$ cat src/rtl/serial_feeder_pkg.sv
// Shared types and width helpers for the serial bit feeder and its word buffer.
package serial_feeder_pkg;

   typedef enum logic {ST_IDLE, ST_SHIFT} state_e;

   function automatic int unsigned cnt_width(input int unsigned width);
      return (width > 1) ? $clog2(width) : 1;
   endfunction

   function automatic int unsigned level_width(input int unsigned depth);
      return $clog2(depth) + 1;
   endfunction

endpackage

$ cat src/rtl/sync_fifo_fwft.sv
// First-word-fall-through synchronous FIFO; head word visible on dout whenever not empty.
module sync_fifo_fwft
   import serial_feeder_pkg::*;
#(
   parameter int unsigned WIDTH = 8,
   parameter int unsigned DEPTH = 4,
   localparam int unsigned LVL_W = level_width(DEPTH),
   localparam int unsigned PTR_W = $clog2(DEPTH)
) (
   input  logic             clk,
   input  logic             rst,
   input  logic             push,
   input  logic [WIDTH-1:0] din,
   input  logic             pop,
   output logic [WIDTH-1:0] dout,
   output logic [LVL_W-1:0] level,
   output logic             full,
   output logic             empty
);

   logic [WIDTH-1:0] mem_q [DEPTH];
   logic [WIDTH-1:0] mem_d [DEPTH];
   logic [PTR_W-1:0] wptr_q, wptr_d;
   logic [PTR_W-1:0] rptr_q, rptr_d;
   logic [LVL_W-1:0] level_q, level_d;
   logic             do_push, do_pop;

   assign full    = (level_q == LVL_W'(DEPTH));
   assign empty   = (level_q == '0);
   assign do_push = push & ~full;
   assign do_pop  = pop & ~empty;
   assign dout    = mem_q[rptr_q];
   assign level   = level_q;

   // DEPTH is a power of two, so pointer overflow is the modulo wrap
   always_comb begin
      mem_d   = mem_q;
      wptr_d  = wptr_q;
      rptr_d  = rptr_q;
      level_d = level_q;
      if (do_push) begin
         mem_d[wptr_q] = din;
         wptr_d        = wptr_q + 1'b1;
      end
      if (do_pop) begin
         rptr_d = rptr_q + 1'b1;
      end
      case ({do_push, do_pop})
         2'b10:   level_d = level_q + 1'b1;
         2'b01:   level_d = level_q - 1'b1;
         default: level_d = level_q;
      endcase
   end

   always_ff @(posedge clk) begin
      if (rst) begin
         wptr_q  <= '0;
         rptr_q  <= '0;
         level_q <= '0;
      end else begin
         wptr_q  <= wptr_d;
         rptr_q  <= rptr_d;
         level_q <= level_d;
      end
   end

   always_ff @(posedge clk) begin
      mem_q <= mem_d;
   end

endmodule

$ cat src/rtl/serial_bit_feeder.sv
// Buffers parallel words and streams them one bit per clock on sout, back-to-back with no gap bits.
module serial_bit_feeder
   import serial_feeder_pkg::*;
#(
   parameter int unsigned WIDTH     = 8,
   parameter int unsigned DEPTH     = 4,
   parameter logic        IDLE_BIT  = 1'b0,
   parameter bit          MSB_FIRST = 1'b1,
   localparam int unsigned LVL_W    = level_width(DEPTH)
) (
   input  logic             clk,
   input  logic             rst,
   input  logic [WIDTH-1:0] din,
   input  logic             din_valid,
   output logic             din_ready,
   output logic             sout,
   output logic             sout_valid,
   output logic             word_done,
   output logic [LVL_W-1:0] level
);

   localparam int unsigned CNT_W = cnt_width(WIDTH);

   state_e           state_q, state_d;
   logic [WIDTH-1:0] shreg_q, shreg_d;
   logic [CNT_W-1:0] bitcnt_q, bitcnt_d;
   logic             sout_q, sout_d;
   logic             sout_valid_q, sout_valid_d;
   logic             word_done_q, word_done_d;

   logic [WIDTH-1:0] head, head_rest, shreg_next;
   logic             head_bit, next_bit;
   logic             push, pop, load, full, empty;

   // Ready comes from the registered level only, so a pop this cycle frees the slot next cycle
   assign din_ready = ~rst & ~full;
   assign push      = din_valid & din_ready;

   sync_fifo_fwft #(
      .WIDTH (WIDTH),
      .DEPTH (DEPTH)
   ) u_fifo (
      .clk   (clk),
      .rst   (rst),
      .push  (push),
      .din   (din),
      .pop   (pop),
      .dout  (head),
      .level (level),
      .full  (full),
      .empty (empty)
   );

   always_comb begin
      if (MSB_FIRST) begin
         head_bit   = head[WIDTH-1];
         head_rest  = head << 1;
         next_bit   = shreg_q[WIDTH-1];
         shreg_next = shreg_q << 1;
      end else begin
         head_bit   = head[0];
         head_rest  = head >> 1;
         next_bit   = shreg_q[0];
         shreg_next = shreg_q >> 1;
      end
   end

   // The first bit goes straight to sout on load; the shifter keeps only the remaining bits
   always_comb begin
      state_d      = state_q;
      shreg_d      = shreg_q;
      bitcnt_d     = bitcnt_q;
      sout_d       = sout_q;
      sout_valid_d = sout_valid_q;
      word_done_d  = 1'b0;
      load         = 1'b0;
      case (state_q)
         ST_IDLE: begin
            load = ~empty;
         end
         ST_SHIFT: begin
            if (bitcnt_q == '0) begin
               if (!empty) begin
                  load = 1'b1;
               end else begin
                  state_d      = ST_IDLE;
                  sout_d       = IDLE_BIT;
                  sout_valid_d = 1'b0;
               end
            end else begin
               shreg_d     = shreg_next;
               sout_d      = next_bit;
               bitcnt_d    = bitcnt_q - 1'b1;
               word_done_d = (bitcnt_q == CNT_W'(1));
            end
         end
      endcase
      if (load) begin
         state_d      = ST_SHIFT;
         shreg_d      = head_rest;
         sout_d       = head_bit;
         sout_valid_d = 1'b1;
         bitcnt_d     = CNT_W'(WIDTH - 1);
      end
      pop = load;
   end

   always_ff @(posedge clk) begin
      if (rst) begin
         state_q      <= ST_IDLE;
         shreg_q      <= '0;
         bitcnt_q     <= '0;
         sout_q       <= IDLE_BIT;
         sout_valid_q <= 1'b0;
         word_done_q  <= 1'b0;
      end else begin
         state_q      <= state_d;
         shreg_q      <= shreg_d;
         bitcnt_q     <= bitcnt_d;
         sout_q       <= sout_d;
         sout_valid_q <= sout_valid_d;
         word_done_q  <= word_done_d;
      end
   end

   assign sout       = sout_q;
   assign sout_valid = sout_valid_q;
   assign word_done  = word_done_q;

endmodule

$ cat config.mk
export PLATFORM = sky130hd
export DESIGN_NAME = serial_bit_feeder
export DESIGN_NICKNAME = d
export VERILOG_FILES = /design/src/rtl/serial_feeder_pkg.sv /design/src/rtl/sync_fifo_fwft.sv /design/src/rtl/serial_bit_feeder.sv
export SDC_FILE = /design/constraint.sdc
export NUM_CORES = 1
export LEC_CHECK = 0
export BUFFER_PORTS_ARGS = -buffer_cell sky130_fd_sc_hd__buf_2
export CAP_MARGIN = 40
export CORE_ASPECT_RATIO = 2
export CORE_MARGIN = 2
export CORE_UTILIZATION = 40
export CTS_CLUSTER_DIAMETER = 200
export DETAILED_ROUTE_END_ITERATION = 16
export GPL_ROUTABILITY_DRIVEN = 0
export PLACE_DENSITY = 0.59
export SETUP_SLACK_MARGIN = 0.1
export SLEW_MARGIN = 20
export SYNTH_ARGS = -nofsm -noshare
export SYNTH_HDL_FRONTEND = slang
export SYNTH_SLANG_ARGS = --single-unit
export TNS_END_PERCENT = 50
$ cat constraint.sdc
create_clock -name clk -period 3.1 [get_ports clk]
set_input_delay 0.31 -clock clk [delete_from_list [all_inputs] [get_ports clk]]
set_output_delay 0.31 -clock clk [all_outputs]
set_load 0.03 [all_outputs]
; ---- Yosys cells after proc, flatten, opt, wreduce, memory -nomap -nowiden
; Index checks and enable logic that the tools add are counted.
; W data, S select, Z words.
[word_totals]
register_bits = 53
in_bits = 11
out_inout_bits = 7
wordCells = 74
[classes]
addsub = 5
n_lt_le_gt_ge = 3
n_eq_ne = 6
muxes = 26
bitwise_logic = 10
reduce_logical = 11
[op_table]
columns = operator, n
row1 = $mux W8, 6
row2 = $bwmux W32, 1
row3 = $bmux W8 S2, 1
row4 = $demux W8 S2, 1
row5 = $mux W1, 12
row6 = $mux W3, 3
row7 = $reduce_bool A2 Y1, 4
row8 = $ge A3 B3 Y1 const B, 2
row9 = $logic_not A3 Y1, 2
row10 = $not A2 Y3, 2
row11 = $pmux W3 S2, 1
row12 = $sub A3 B1 Y3 const B, 2
row13 = $add A2 B1 Y2 const B, 2
row14 = $and A1 B1 Y1, 4
row15 = $not A1 Y1, 4
row16 = $reduce_and A2 Y1, 2
row17 = $add A3 B1 Y3 const B, 1
row18 = $eq A3 B1 Y1 const B, 1
row19 = $eq A3 B3 Y1 const B, 1
row20 = $lt A3 B1 Y1 const B, 1
row21 = $ne A3 B2 Y1 const B, 1
row22 = $reduce_and A3 Y1, 1
row23 = $reduce_or A3 Y1, 1
row24 = $eq A2 B1 Y1 const B, 1
row25 = 4 further kinds, 4

; ---- Logic depth before layout (Yosys ltp)
[logic_depth]
depth_word = 7
mapped_depth = 10
depth_no_buf = 10

; ---- Hierarchy
; From an unflattened synthesis, not the netlist that was laid out.
[unflattened]
hier_cells = 160
area_unflattened_um2 = 2263.4
[modules_own_cells]
columns = module, n_inst, cells_each, area_each_um2, seq_area_each_um2
row1 = sync_fifo_fwft, 1, 92, 1586.5, 1101.1
row2 = serial_bit_feeder, 1, 68, 676.9, 280.3

; ---- Least setup slack after synthesis
; No wires, ideal clock.
[synth_timing]
path_type = register to register
from = register u_fifo.level_q[0] (netlist: u_fifo.level[0])
to = register u_fifo.level_q[2] (netlist: u_fifo.level[2])
setup_ns = 0.071
arrival_time_ns = 2.143
required_ns = 3.029
path_slack_ns = 0.886
path_stages_with_launch = 9
n_path_buf = 0
period_less_slack_ns = 2.214
cell_sequence = dfxtp_1 -> nor3_4 -> a21oi_4 -> ha_1 -> inv_1 -> fa_1 -> xor2_1 -> or3_1 -> a21oi_1
[synth_between]
elab_chain_cells = 7
word_cells_on_any_way = 17
cone_classes = 2 x add/sub / 3 x eq/ne / 4 x mux / 6 x bitwise / 2 x reduce/logical
[synth_lines]
columns = element, line
row1 = start: declaration, sync_fifo_fwft.sv:25  ; logic [LVL_W-1:0] level_q, level_d;
row2 = start signal: assignment, sync_fifo_fwft.sv:63  ; level_q <= level_d;
row3 = $logic_not A3 Y1 *, sync_fifo_fwft.sv:29  ; assign empty = (level_q == '0);
row4 = $mux W1, serial_bit_feeder.sv:83  ; if (!empty) begin
row5 = $mux W1, serial_bit_feeder.sv:82  ; if (bitcnt_q == '0) begin
row6 = $pmux W1 S2, serial_bit_feeder.sv:77  ; case (state_q)
row7 = $and A1 B1 Y1 *, sync_fifo_fwft.sv:31  ; assign do_pop = pop & ~empty;
row8 = named net u_fifo.do_pop, sync_fifo_fwft.sv:26  ; logic do_push, do_pop;
row9 = $eq A2 B1 Y1 / $eq A2 B2 Y1 (equally long branches), sync_fifo_fwft.sv:48  ; case ({do_push, do_pop})
row10 = $pmux W3 S2 / $reduce_bool A2 Y1 (equally long branches), -
; Mark *: on every way through the listed nets, which the timed path passes. The rest lies on a longest branch.
; A chain may end at the register's enable or synchronous reset.

; ---- Worst setup path after layout
[layout_timing]
from = register bitcnt_q[0]
to = register u_fifo.level_q[2] (netlist: u_fifo.level[2])
[layout_between]
elab_chain_cells = 6
word_cells_on_any_way = 8
cone_classes = 2 x eq/ne / 3 x mux / 1 x bitwise / 2 x reduce/logical
[layout_lines]
columns = element, line
row1 = start: declaration, serial_bit_feeder.sv:26  ; logic [CNT_W-1:0] bitcnt_q, bitcnt_d;
row2 = start signal: assignment, serial_bit_feeder.sv:119  ; bitcnt_q <= bitcnt_d;
row3 = $logic_not A3 Y1 *, serial_bit_feeder.sv:82
row4 = $mux W1 *, serial_bit_feeder.sv:82
row5 = $pmux W1 S2 *, serial_bit_feeder.sv:77
row6 = $and A1 B1 Y1 *, sync_fifo_fwft.sv:31
row7 = named net u_fifo.do_pop, sync_fifo_fwft.sv:26
row8 = $eq A2 B1 Y1 / $eq A2 B2 Y1 (equally long branches), sync_fifo_fwft.sv:48
row9 = $pmux W3 S2 / $reduce_bool A2 Y1 (equally long branches), -
; Marks and branches as above.

==> impl_metrics.tcl <==
set metrics [dict create \
    fillCellCount 497 \
    antenna_found_initial 0 \
    syn_area_per_cell_um2 14.1 \
    crit_type "reg2reg" \
    slew_headroom_pct 55.6 \
    clock_power_share_pct 21.9 \
    drc 0 \
    clock_sinks 53 \
    rows 38 \
    fin_nets 196 \
    synthTopCellsByCount "edfxtp_1 (32), dfxtp_1 (21), nor2_1 (13)" \
    worst-r2r-setup-slack_ns 0.82 \
    cp-start-kind "flip-flop" \
    dp_hpwl_um 2610 \
    yosysTopAreaCell "edfxtp_1" \
    fmax_mhz 440 \
    syn_nets 178 \
    num_vias 1269 \
    clkTransAtPathRegs_ns 0.09 \
    synthTopCellsByArea "edfxtp_1 (43%), dfxtp_1 (19%), mux4_2 (8.1%), ha_1 (4.5%), a211oi_1 (2.7%)" \
    p_per_area_nw_per_um2 834 \
    drt_wl_total_um 3670 \
    grt_pass1_vias 1400 \
    ys_warn_count 0 \
    post-route-period-util_pct 73.4 \
    seq_area_frac_synth_pct 61.8 \
    overflow 0 \
    dieArea_um2 6240 \
    placed_area_um2 2360 \
    peakVddDrop_mv 0.453 \
    worstMarginPinSlew_ns 0.665 \
    highest_layer "met4" \
    initial_core_util_pct 41.2 \
    die_h_um 110 \
    fin_worst_skew_ns 0.00462 \
    crit_end "u_fifo.level[2]" \
    insertion_delay_ns 0.30 \
    setup_tns_ns 0 \
    p_switching_mw 0.678 \
    synth_ff_type "edfxtp_1" \
    netlist_area_um2 2230 \
    met3RoutedLength_um 101 \
    crit_fanout 6 \
    synth_cells 158 \
    r2r_start "bitcnt_q[0]" \
    cts-root-buf "clkbuf_8" \
    fin_area_um2 2470 \
    r2r_end "u_fifo.level[2]" \
    critPathLaunch "bitcnt_q[0]" \
    setup_viol 0 \
    synth_edf_count 32 \
    layout-drive-gt1-share_pct 24.3 \
    clock_path_buffers 2 \
    worst_setup_path_end_kind "flip-flop" \
    timing.final.crit_period_ns 2.28 \
    hold_depth 1 \
    vias_per_cell 5.35 \
    async_flop_share_pct 0 \
    detail-route-antenna-nets 0 \
    crit_required_ns 3.34 \
    yosys.cell_count.top_type "edfxtp_1" \
    hp-class "in2reg" \
    wl_met2_um 2100 \
    cts_tree "built" \
    cts_resized 0 \
    met1Wirelength_um 1430 \
    ctsHoldBuffers 0 \
    grt_pass1_wl_um 6370 \
    wl_per_cell_um 15.5 \
    portBuffers 17 \
    antenna_cells 0 \
    dieWidth_um 56.9 \
    cts_max_level 2 \
    hold_violations 0 \
    p_int_mw 1.38 \
    core_um2 5420 \
    ys_ff_latch 53 \
    worst-r2r-cell-count 10 \
    grt_max_degree 24 \
    syn_to_final_growth_pct 10.4 \
    rsz0062_at_grt "false" \
    status "finished clean" \
    maxCapViolations 0 \
    pwr-share-seq_pct 47.1 \
    p_sw_share_pct 33.0 \
    drt-initial-drc-count 26 \
    first_pass_iters 4 \
    arrival_ns 2.51 \
    p_leak_nw 0.876 \
    slew_viol_final 0 \
    cts_buffers 5 \
    post_cts_buffers 0 \
    pwr-share-comb_pct 31.0 \
    yosys.cell_types.count 35 \
    ios 18 \
    synth_top_area_share_pct 43.0 \
    grt.total_usage_pct 13.6 \
]
cell type report:
class	count	area, um^2	area share [%]
clock buffers	5	68.8	2.79
clock inverters	3	41.3	1.67
inverters	10	37.5	1.52
multi-input cells	89	778	31.5
flip-flops and latches	53	1380	56.0
well taps	60	75.1	3.04
repair buffers	17	85.1	3.45
per-layer routing:
metal / global-route usage (%) / up-vias
li1: - / 607
met4: 6.98 / 0
met1: 13.8 / 633
met2: 25.4 / 25
met3: 2.94 / 4
met5: 0 / -
per-stage QoR:
stage / hold slack [ns] / std cells / setup slack (ns) / util (%) / total power [mW]
2_1_floorplan: 0.387 / 158 / 0.886 / - / 1.51
3_3_place_gp: 0.465 / 229 / 0.915 / 43.5 / 1.60
3_5_place_dp: 0.480 / 229 / 0.845 / 43.5 / 1.63
4_1_cts: 0.207 / 237 / 0.822 / 45.5 / 2.09
5_1_grt: 0.212 / 237 / 0.639 / 45.5 / 2.20
6_report: 0.219 / 237 / 0.825 / 45.5 / 2.06
worst max-delay path, stage by stage (launching register included):
cell and delay [ns]:
dfxtp_1 0.34, inv_1 0.09, ha_1 0.18, nand2b_2 0.10, a21oi_4 0.25, ha_1 0.22
inv_1 0.06, fa_1 0.37, xor2_1 0.16, or3_1 0.30, a21oi_1 0.14
how the worst min path moves through the flow:
stage                     slack [ns]         from               end
after detailed placement        0.48  bitcnt_q[2]         word_done
after floorplan                 0.39          rst         word_done
final                           0.22       din[5]  u_fifo.mem_q[29]
after global placement          0.47  bitcnt_q[2]         word_done
after global routing            0.21       din[2]   u_fifo.mem_q[2]
after CTS                       0.21       din[4]  u_fifo.mem_q[12]
power groups by stage:
stage | logic (mW) | registers (mW) | clock network, mW
floorplan | 0.525 | 0.980 | 0
global placement | 0.623 | 0.979 | 0
detailed placement | 0.645 | 0.988 | 0
CTS | 0.649 | 0.973 | 0.465
global route | 0.726 | 0.991 | 0.487
finish | 0.638 | 0.968 | 0.451
flip-flops by register name, summed over array words and instances, names as in the netlist, 2 cells and up:
signal	cells
shreg_q	7
u_fifo.level	3
u_fifo.mem_q	32
u_fifo.rptr_q	2
bitcnt_q	3
u_fifo.wptr_q	2
cell usage in the layout, fill, tap and decap left out, types with 8 or more instances in the layout:
cell type and instances:
edfxtp_1 32, dfxtp_1 21, buf_2 17, nor2_1 13
a21oi_1 11, inv_1 10, nand2_1 8, a211oi_1 8
mux4_2 8, ha_1 8
cells by family after synthesis:
group | synth area share (%)
xor gates and xnor gates | 1.57
buffers and inverters | 3.36
and+or+nand+nor | 9.63
AOI/OAI and AO/OA | 9.24
DFF | 61.8
adders and majority gates | 5.38
muxes | 9.01
(Power assumes the default switching activity.)
